## src/rtl/y86_pkg.sv

```systemverilog
// ----------------------------------------------------------------------------
// y86_pkg -- shared definitions for the Y86-64 execute stage.
//
// Contents:
//   I_*      instruction codes (icode)
//   ALU_*    OPq function codes (ifun when icode == I_OPQ)
//   C_*      condition function codes (ifun for cmovXX / jXX)
//   cc_t     condition-code register layout {zf, sf, of}
//   CC_RESET value loaded into the CC register on reset
//   eval_cond() condition evaluation from a CC value and ifun
// ----------------------------------------------------------------------------
package y86_pkg;

    localparam logic [3:0] I_HALT   = 4'h0;
    localparam logic [3:0] I_NOP    = 4'h1;
    localparam logic [3:0] I_RRMOVQ = 4'h2;
    localparam logic [3:0] I_IRMOVQ = 4'h3;
    localparam logic [3:0] I_RMMOVQ = 4'h4;
    localparam logic [3:0] I_MRMOVQ = 4'h5;
    localparam logic [3:0] I_OPQ    = 4'h6;
    localparam logic [3:0] I_JXX    = 4'h7;
    localparam logic [3:0] I_CALL   = 4'h8;
    localparam logic [3:0] I_RET    = 4'h9;
    localparam logic [3:0] I_PUSHQ  = 4'hA;
    localparam logic [3:0] I_POPQ   = 4'hB;

    localparam logic [3:0] ALU_ADD  = 4'h0;
    localparam logic [3:0] ALU_SUB  = 4'h1;
    localparam logic [3:0] ALU_AND  = 4'h2;
    localparam logic [3:0] ALU_XOR  = 4'h3;

    localparam logic [3:0] C_ALWAYS = 4'h0;
    localparam logic [3:0] C_LE     = 4'h1;
    localparam logic [3:0] C_L      = 4'h2;
    localparam logic [3:0] C_E      = 4'h3;
    localparam logic [3:0] C_NE     = 4'h4;
    localparam logic [3:0] C_GE     = 4'h5;
    localparam logic [3:0] C_G      = 4'h6;

    typedef struct packed {
        logic zf;
        logic sf;
        logic of;
    } cc_t;

    localparam cc_t CC_RESET = '{zf: 1'b1, sf: 1'b0, of: 1'b0};

    // Unknown condition codes (ifun > 6) evaluate false.
    function automatic logic eval_cond(input cc_t cc, input logic [3:0] fn);
        logic lt;
        lt = cc.sf ^ cc.of;
        case (fn)
            C_ALWAYS: eval_cond = 1'b1;
            C_LE:     eval_cond = lt | cc.zf;
            C_L:      eval_cond = lt;
            C_E:      eval_cond = cc.zf;
            C_NE:     eval_cond = ~cc.zf;
            C_GE:     eval_cond = ~lt;
            C_G:      eval_cond = ~lt & ~cc.zf;
            default:  eval_cond = 1'b0;
        endcase
    endfunction

endpackage

```

## src/rtl/y86_alu.sv

```systemverilog
// ----------------------------------------------------------------------------
// y86_alu -- combinational 64-bit ALU for the Y86-64 execute stage.
//
// Computes result = alu_b OP alu_a (operand order matches Y86 "OPq rA, rB",
// where rB is the destination) and the flags that result would set.
//
// Ports:
//   alu_a   [WORD_W-1:0] in   operand A (subtrahend for SUB)
//   alu_b   [WORD_W-1:0] in   operand B
//   alu_op  [3:0]        in   ALU_ADD / ALU_SUB / ALU_AND / ALU_XOR
//   result  [WORD_W-1:0] out  result; 0 for unsupported op codes
//   zf, sf, of           out  zero, sign and signed-overflow flags
// ----------------------------------------------------------------------------
module y86_alu
    import y86_pkg::*;
#(
    parameter int WORD_W = 64
) (
    input  logic [WORD_W-1:0] alu_a,
    input  logic [WORD_W-1:0] alu_b,
    input  logic [3:0]        alu_op,
    output logic [WORD_W-1:0] result,
    output logic              zf,
    output logic              sf,
    output logic              of
);

    localparam int MSB = WORD_W - 1;

    always_comb begin
        result = '0;
        of     = 1'b0;
        case (alu_op)
            ALU_ADD: begin
                result = alu_b + alu_a;
                // Same-sign operands producing a result of the other sign.
                of     = (alu_a[MSB] == alu_b[MSB]) && (result[MSB] != alu_b[MSB]);
            end
            ALU_SUB: begin
                result = alu_b - alu_a;
                // Opposite-sign operands where the result sign leaves alu_b's.
                of     = (alu_a[MSB] != alu_b[MSB]) && (result[MSB] != alu_b[MSB]);
            end
            ALU_AND: result = alu_b & alu_a;
            ALU_XOR: result = alu_b ^ alu_a;
            default: result = '0;
        endcase
        zf = (result == '0);
        sf = result[MSB];
    end

endmodule

```

## src/rtl/y86_execute.sv

```systemverilog
// ----------------------------------------------------------------------------
// y86_execute -- Y86-64 execute stage: operand muxing, condition-code
// register and condition evaluation around a single shared ALU.
//
// Ports:
//   clk        in   rising-edge clock
//   rst_n      in   synchronous active-low reset (CC <= ZF=1, SF=0, OF=0)
//   icode[3:0] in   instruction code
//   ifun[3:0]  in   function code (ALU op or condition)
//   valA, valB, valC [63:0] in  register operands and immediate
//   valE[63:0] out  execute result, combinational
//   cond_flag  out  condition result from registered CC (icode 2 / 7 only)
//   cc[2:0]    out  {ZF,SF,OF} straight from the CC register; present only
//                   when the macro EXEC_CC_OUT_EN is defined
// ----------------------------------------------------------------------------
module y86_execute
    import y86_pkg::*;
#(
    parameter int WORD_W = 64
) (
    input  logic              clk,
    input  logic              rst_n,
    input  logic [3:0]        icode,
    input  logic [3:0]        ifun,
    input  logic [WORD_W-1:0] valA,
    input  logic [WORD_W-1:0] valB,
    input  logic [WORD_W-1:0] valC,
    output logic [WORD_W-1:0] valE,
    output logic              cond_flag
`ifdef EXEC_CC_OUT_EN
    ,
    output logic [2:0]        cc
`endif
);

    localparam logic [WORD_W-1:0] STACK_STEP = WORD_W'(8);

    logic [WORD_W-1:0] alu_a;
    logic [WORD_W-1:0] alu_b;
    logic [3:0]        alu_op;
    logic [WORD_W-1:0] alu_result;
    logic              alu_zf;
    logic              alu_sf;
    logic              alu_of;

    cc_t               cc_reg;
    cc_t               cc_next;
    logic              cc_update;

    // Every icode is routed through the ALU; moves add to zero, stack ops
    // add or subtract 8, unknown icodes add 0 + 0 so valE falls out as 0.
    always_comb begin
        alu_a  = '0;
        alu_b  = '0;
        alu_op = ALU_ADD;
        case (icode)
            I_RRMOVQ: alu_a = valA;
            I_IRMOVQ: alu_a = valC;
            I_RMMOVQ, I_MRMOVQ: begin
                alu_a = valC;
                alu_b = valB;
            end
            I_OPQ: begin
                alu_a  = valA;
                alu_b  = valB;
                alu_op = ifun;
            end
            I_CALL, I_PUSHQ: begin
                alu_a  = STACK_STEP;
                alu_b  = valB;
                alu_op = ALU_SUB;
            end
            I_RET, I_POPQ: begin
                alu_a = STACK_STEP;
                alu_b = valB;
            end
            default: begin
                alu_a  = '0;
                alu_b  = '0;
                alu_op = ALU_ADD;
            end
        endcase
    end

    y86_alu #(
        .WORD_W (WORD_W)
    ) u_alu (
        .alu_a  (alu_a),
        .alu_b  (alu_b),
        .alu_op (alu_op),
        .result (alu_result),
        .zf     (alu_zf),
        .sf     (alu_sf),
        .of     (alu_of)
    );

    assign valE = alu_result;

    // Only a valid OPq writes CC; OPq with an unknown ifun leaves it alone.
    assign cc_update = (icode == I_OPQ) && (ifun <= ALU_XOR);
    assign cc_next   = '{zf: alu_zf, sf: alu_sf, of: alu_of};

    always_ff @(posedge clk) begin
        if (!rst_n) begin
            cc_reg <= CC_RESET;
        end else if (cc_update) begin
            cc_reg <= cc_next;
        end
    end

    // Conditions look at the registered CC, i.e. flags from the previous OPq.
    always_comb begin
        cond_flag = 1'b0;
        if ((icode == I_RRMOVQ) || (icode == I_JXX)) begin
            cond_flag = eval_cond(cc_reg, ifun);
        end
    end

`ifdef EXEC_CC_OUT_EN
    assign cc = {cc_reg.zf, cc_reg.sf, cc_reg.of};
`endif

endmodule

```

## config.mk

```make
export PLATFORM = sky130hd
export DESIGN_NAME = y86_execute
export DESIGN_NICKNAME = d
export VERILOG_FILES = /design/src/rtl/y86_pkg.sv /design/src/rtl/y86_alu.sv /design/src/rtl/y86_execute.sv
export SDC_FILE = /design/constraint.sdc
export NUM_CORES = 1
export LEC_CHECK = 0
export ABC_AREA = 1
export CORE_MARGIN = 3
export CORE_UTILIZATION = 40
export CTS_CLUSTER_SIZE = 30
export DETAILED_ROUTE_END_ITERATION = 8
export GPL_ROUTABILITY_DRIVEN = 1
export HOLD_SLACK_MARGIN = 0.03
export PLACE_DENSITY_LB_ADDON = 0.3
export SYNTH_ARGS = -nofsm -noshare
export SYNTH_HDL_FRONTEND = slang
export SYNTH_HIERARCHICAL = 1
export SYNTH_SLANG_ARGS = --single-unit
```

## constraint.sdc

```tcl
create_clock -name clk -period 5.6 [get_ports clk]
set_input_delay 1.12 -clock clk [delete_from_list [all_inputs] [get_ports clk]]
set_output_delay 1.12 -clock clk [all_outputs]
set_load 0.005 [all_outputs]
```

==> results by group <==
Synth
  – Synthesized area: 16500 µm²
  – Synth top cells by count: nand2_1 (1190), inv_1 (770), nand3_1 (385), nor2_1 (332), ha_1 (128)
  – Largest family of logic cells by synthesized area: simple AND/OR/NAND/NOR gates
  – Library cells used by synthesis: 46
  – Synth Area per Inst: 4.73 µm²
  – Post-synthesis mux area share: 0%
  – Synth Flop Type: dfxtp_1
  – Syn Inst Count: 3477
  – Synth Area in XOR/XNOR: 0.266%
  – Post-synthesis compound-gate area fraction: 8.67%
  – Fraction of registers with async set/reset: 0%
  – Synth area leaders: nand2_1 (27%), inv_1 (18%), nand3_1 (12%)
  – Synth Net Count: 3809
  – Cell taking the most area after synthesis: nand2_1
  – Flops & latches, synth: 3
  – Top-area cell type share of the netlist area: a little over a quarter
  – Post-synth EDFFs: 0
  – Most frequent cell after synthesis: nand2_1
  – Yosys warns: 6
  – Simple-gate portion of the synthesized area: around 58%
  – Synth Area in Adders: around 10%
  – Seq/Total Area, Yosys: less than 1%

Final layout
  – Area Growth Syn to Fin: 67.7%
  – FILL cells: 3790
  – Post-route cell area: 27600 µm²
  – Fraction of layout cells with a size suffix above 1: between 30% and 40%
  – Max reg flops: 3
  – Final Core Density: 68.7%
  – NumNets Final: 4740
  – N_diodes: 0

Worst setup path
  – Worst setup SP type: primary input
  – Req. time, crit path: 4480 ps
  – Worst r2r src: cc_reg[1]
  – Reg2reg path depth: 4
  – CP arrival: 4530 ps
  – Worst-path maximum fanout: 13
  – R2R setup slack: 4980 ps
  – Worst Setup End Kind: output pin
  – Reg2reg end: cc_reg[1]
  – Critical path class: in2out

Clocking
  – Clock latency on the worst-skew pair: 220 ps
  – TritonCTS Buffers: 3
  – TritonCTS Sinks: 3
  – TritonCTS clock tree: built
  – # H-tree levels: 1
  – Hold buffers post-CTS: 0
  – Worst-path clk slew: approximately 30 ps
  – CTS Buffer Depth: 2
  – Root Buffer: clkbuf_16

STA
  – Final setup vio count: 2
  – Slew HR: 61.8%
  – Pin slew with the least headroom to its limit: 570 ps
  – RSZ-0062 raised after global routing: true
  – Max Slew Vio Count: 0
  – Fin. Hold Viols: 0
  – Final Cycle Share: 101%
  – Max Fclk: 177 MHz
  – Clock skew: 0 ps
  – Fin crit period: 5650 ps
  – WHS: 520 ps
  – Setup WS post-layout: -47.8 ps

Run status
  – Failing checks: setup timing
  – Status: finished, violations left

Placed design
  – Dpl cell area: 24500 µm²
  – Dpl ws: -680 ps
  – RePlAce Congestion: 1.09
  – Hpwl dp: 74800 µm
  – Port Buffer Count: 266

Route
  – Highest routed metal layer: met4
  – Drt wl/cell: 18.7 µm
  – Met1 Wirelength: about 38000 µm
  – Pre-antenna DRT Iters: 6
  – Vias per cell: between 5 and 6
  – # DRC: 0
  – Starting DRT DRC Count: 3139
  – DRT antenna net count: 0
  – Routed vias: 25847
  – Met2 Wirelength: 37800 µm
  – Total Wirelength: 92200 µm
  – WL met3: 12200 µm

Power
  – VDD IR-drop max: between 0.3 and 0.4 mV
  – Leakage: 0.0157 µW
  – Total power divided by cell area: 132 nW/µm²

GRT
  – GRT Overall Usage: 39.3%
  – Number of global-route vias before repair: 23816
  – Largest net degree at the start of global routing: 54
  – Antenna violations before repair: 0
  – First-pass GRT wire length: 134000 µm
  – Grt ovf: 0

Floorplanning
  – FP Rows: 73
  – DIE HEIGHT: 209 µm
  – Initial Util: 40.9%
  – Core footprint: 40200 µm²
  – Chip width: between 200 and 250 µm
  – Io pins: about 270
  – Die area: 43600 µm²

Hold path
  – Hold Path Origin: cc_reg[2]
  – Hold Crit Depth: 2
  – Worst min path class: reg2reg
  – WHS Endpoint: cc_reg[2]

Job
  – Maxcap violations: 0
[metal layers]
| metal | GRT usage (%) | up-vias |
|---|---|---|
| li1 | - | 12365 |
| met2 | 58.7 | 1512 |
| met4 | 12.8 | 0 |
| met5 | 0 | - |
| met1 | 56.0 | 11753 |
| met3 | 8.33 | 217 |
[where the power goes]
group          total (µW)  internal (µW)  switching, µW
Sequential           22.0           21.8          0.165
Clock                 112           93.8           18.4
Combinational        3510           1580           1940
Total                3650           1690           1950
[worst max-delay path: stages]
cell             delay (ps)
buf_2                   120
buf_6                   120
a21oi_4                 170
buf_4                   140
buf_12                  120
buf_4                   140
nand3_1                  90
nand2_2                 130
inv_1                    80
ha_4                    270
buf_4                   150
nor2_4                  200
inv_1                   110
nor2_4                  150
inv_1                   100
nor3_2                  150
nand2_2                 100
nand2_2                 120
nand2_1                  90
nand3_1                  70
nand2_1                  60
a21oi_2                 120
nor2_2                   80
inv_1                    50
clkdlybuf4s50_1         480
[through the flow]
stage	instances	TNS [ps]	power [µW]
final	4932	-55.7	3650
after global routing	4932	-1140	3860
after CTS	4900	-401	3360
after detailed placement	4840	-28420	2970
after global placement	4840	-27020	2960
after floorplan	3477	0	1440
[layout by cell type (no fill, tap or decap), types with 43 or more instances in the layout]
cell and instances:
o22ai_1 51, nor2_2 104, ha_1 67, nand3_1 355
nand3_2 43, a21oi_1 73, ha_4 55, nand2_2 165
o21ai_0 49, inv_1 743, nor2_4 64, nor2_1 248
buf_4 721, clkdlybuf4s50_1 216, nand2_1 1046, inv_2 56
[timing repair]
item                                    4_1_cts  5_1_grt
pin swaps                                    76       88
gates cloned                                  6        2
endpoints found under the setup margin       60       58
gates resized for setup                     411      217
setup buffers                                50       31
[logic make-up (layout without fill, tap and decap cells)]
kind of cell,count (synthesis),count (layout)
AOI/OAI and AO/OA,253,253
xor gates and xnor gates,5,5
adders and majority gates,130,130
buffers and inverters,926,1856
DFF,3,3
and+or+nand+nor,2160,2160
[how the worst max path moves through the flow]
stage          slack [ps]  endpoint  cells past startpoint  startpoint
5_1_grt              -240  valE[46]                     27    icode[1]
3_3_place_gp         -630  valE[53]                     18    icode[3]
2_1_floorplan         940  valE[18]                     18    icode[1]
4_1_cts              -110  valE[39]                     28    icode[0]
3_5_place_dp         -680  valE[46]                     26    icode[3]
6_report              -50  valE[46]                     25    icode[1]
[area by class of cell]
cell class              count  area, µm²  area share (%)
inverters                 810       3050            11.1
clock buffers               4       78.8           0.286
flip-flops and latches      3       60.1           0.218
multi-input cells        2548      14700            53.3
well taps                 525        657            2.38
repair buffers           1042       9030            32.7
(Power assumes the default switching activity.)
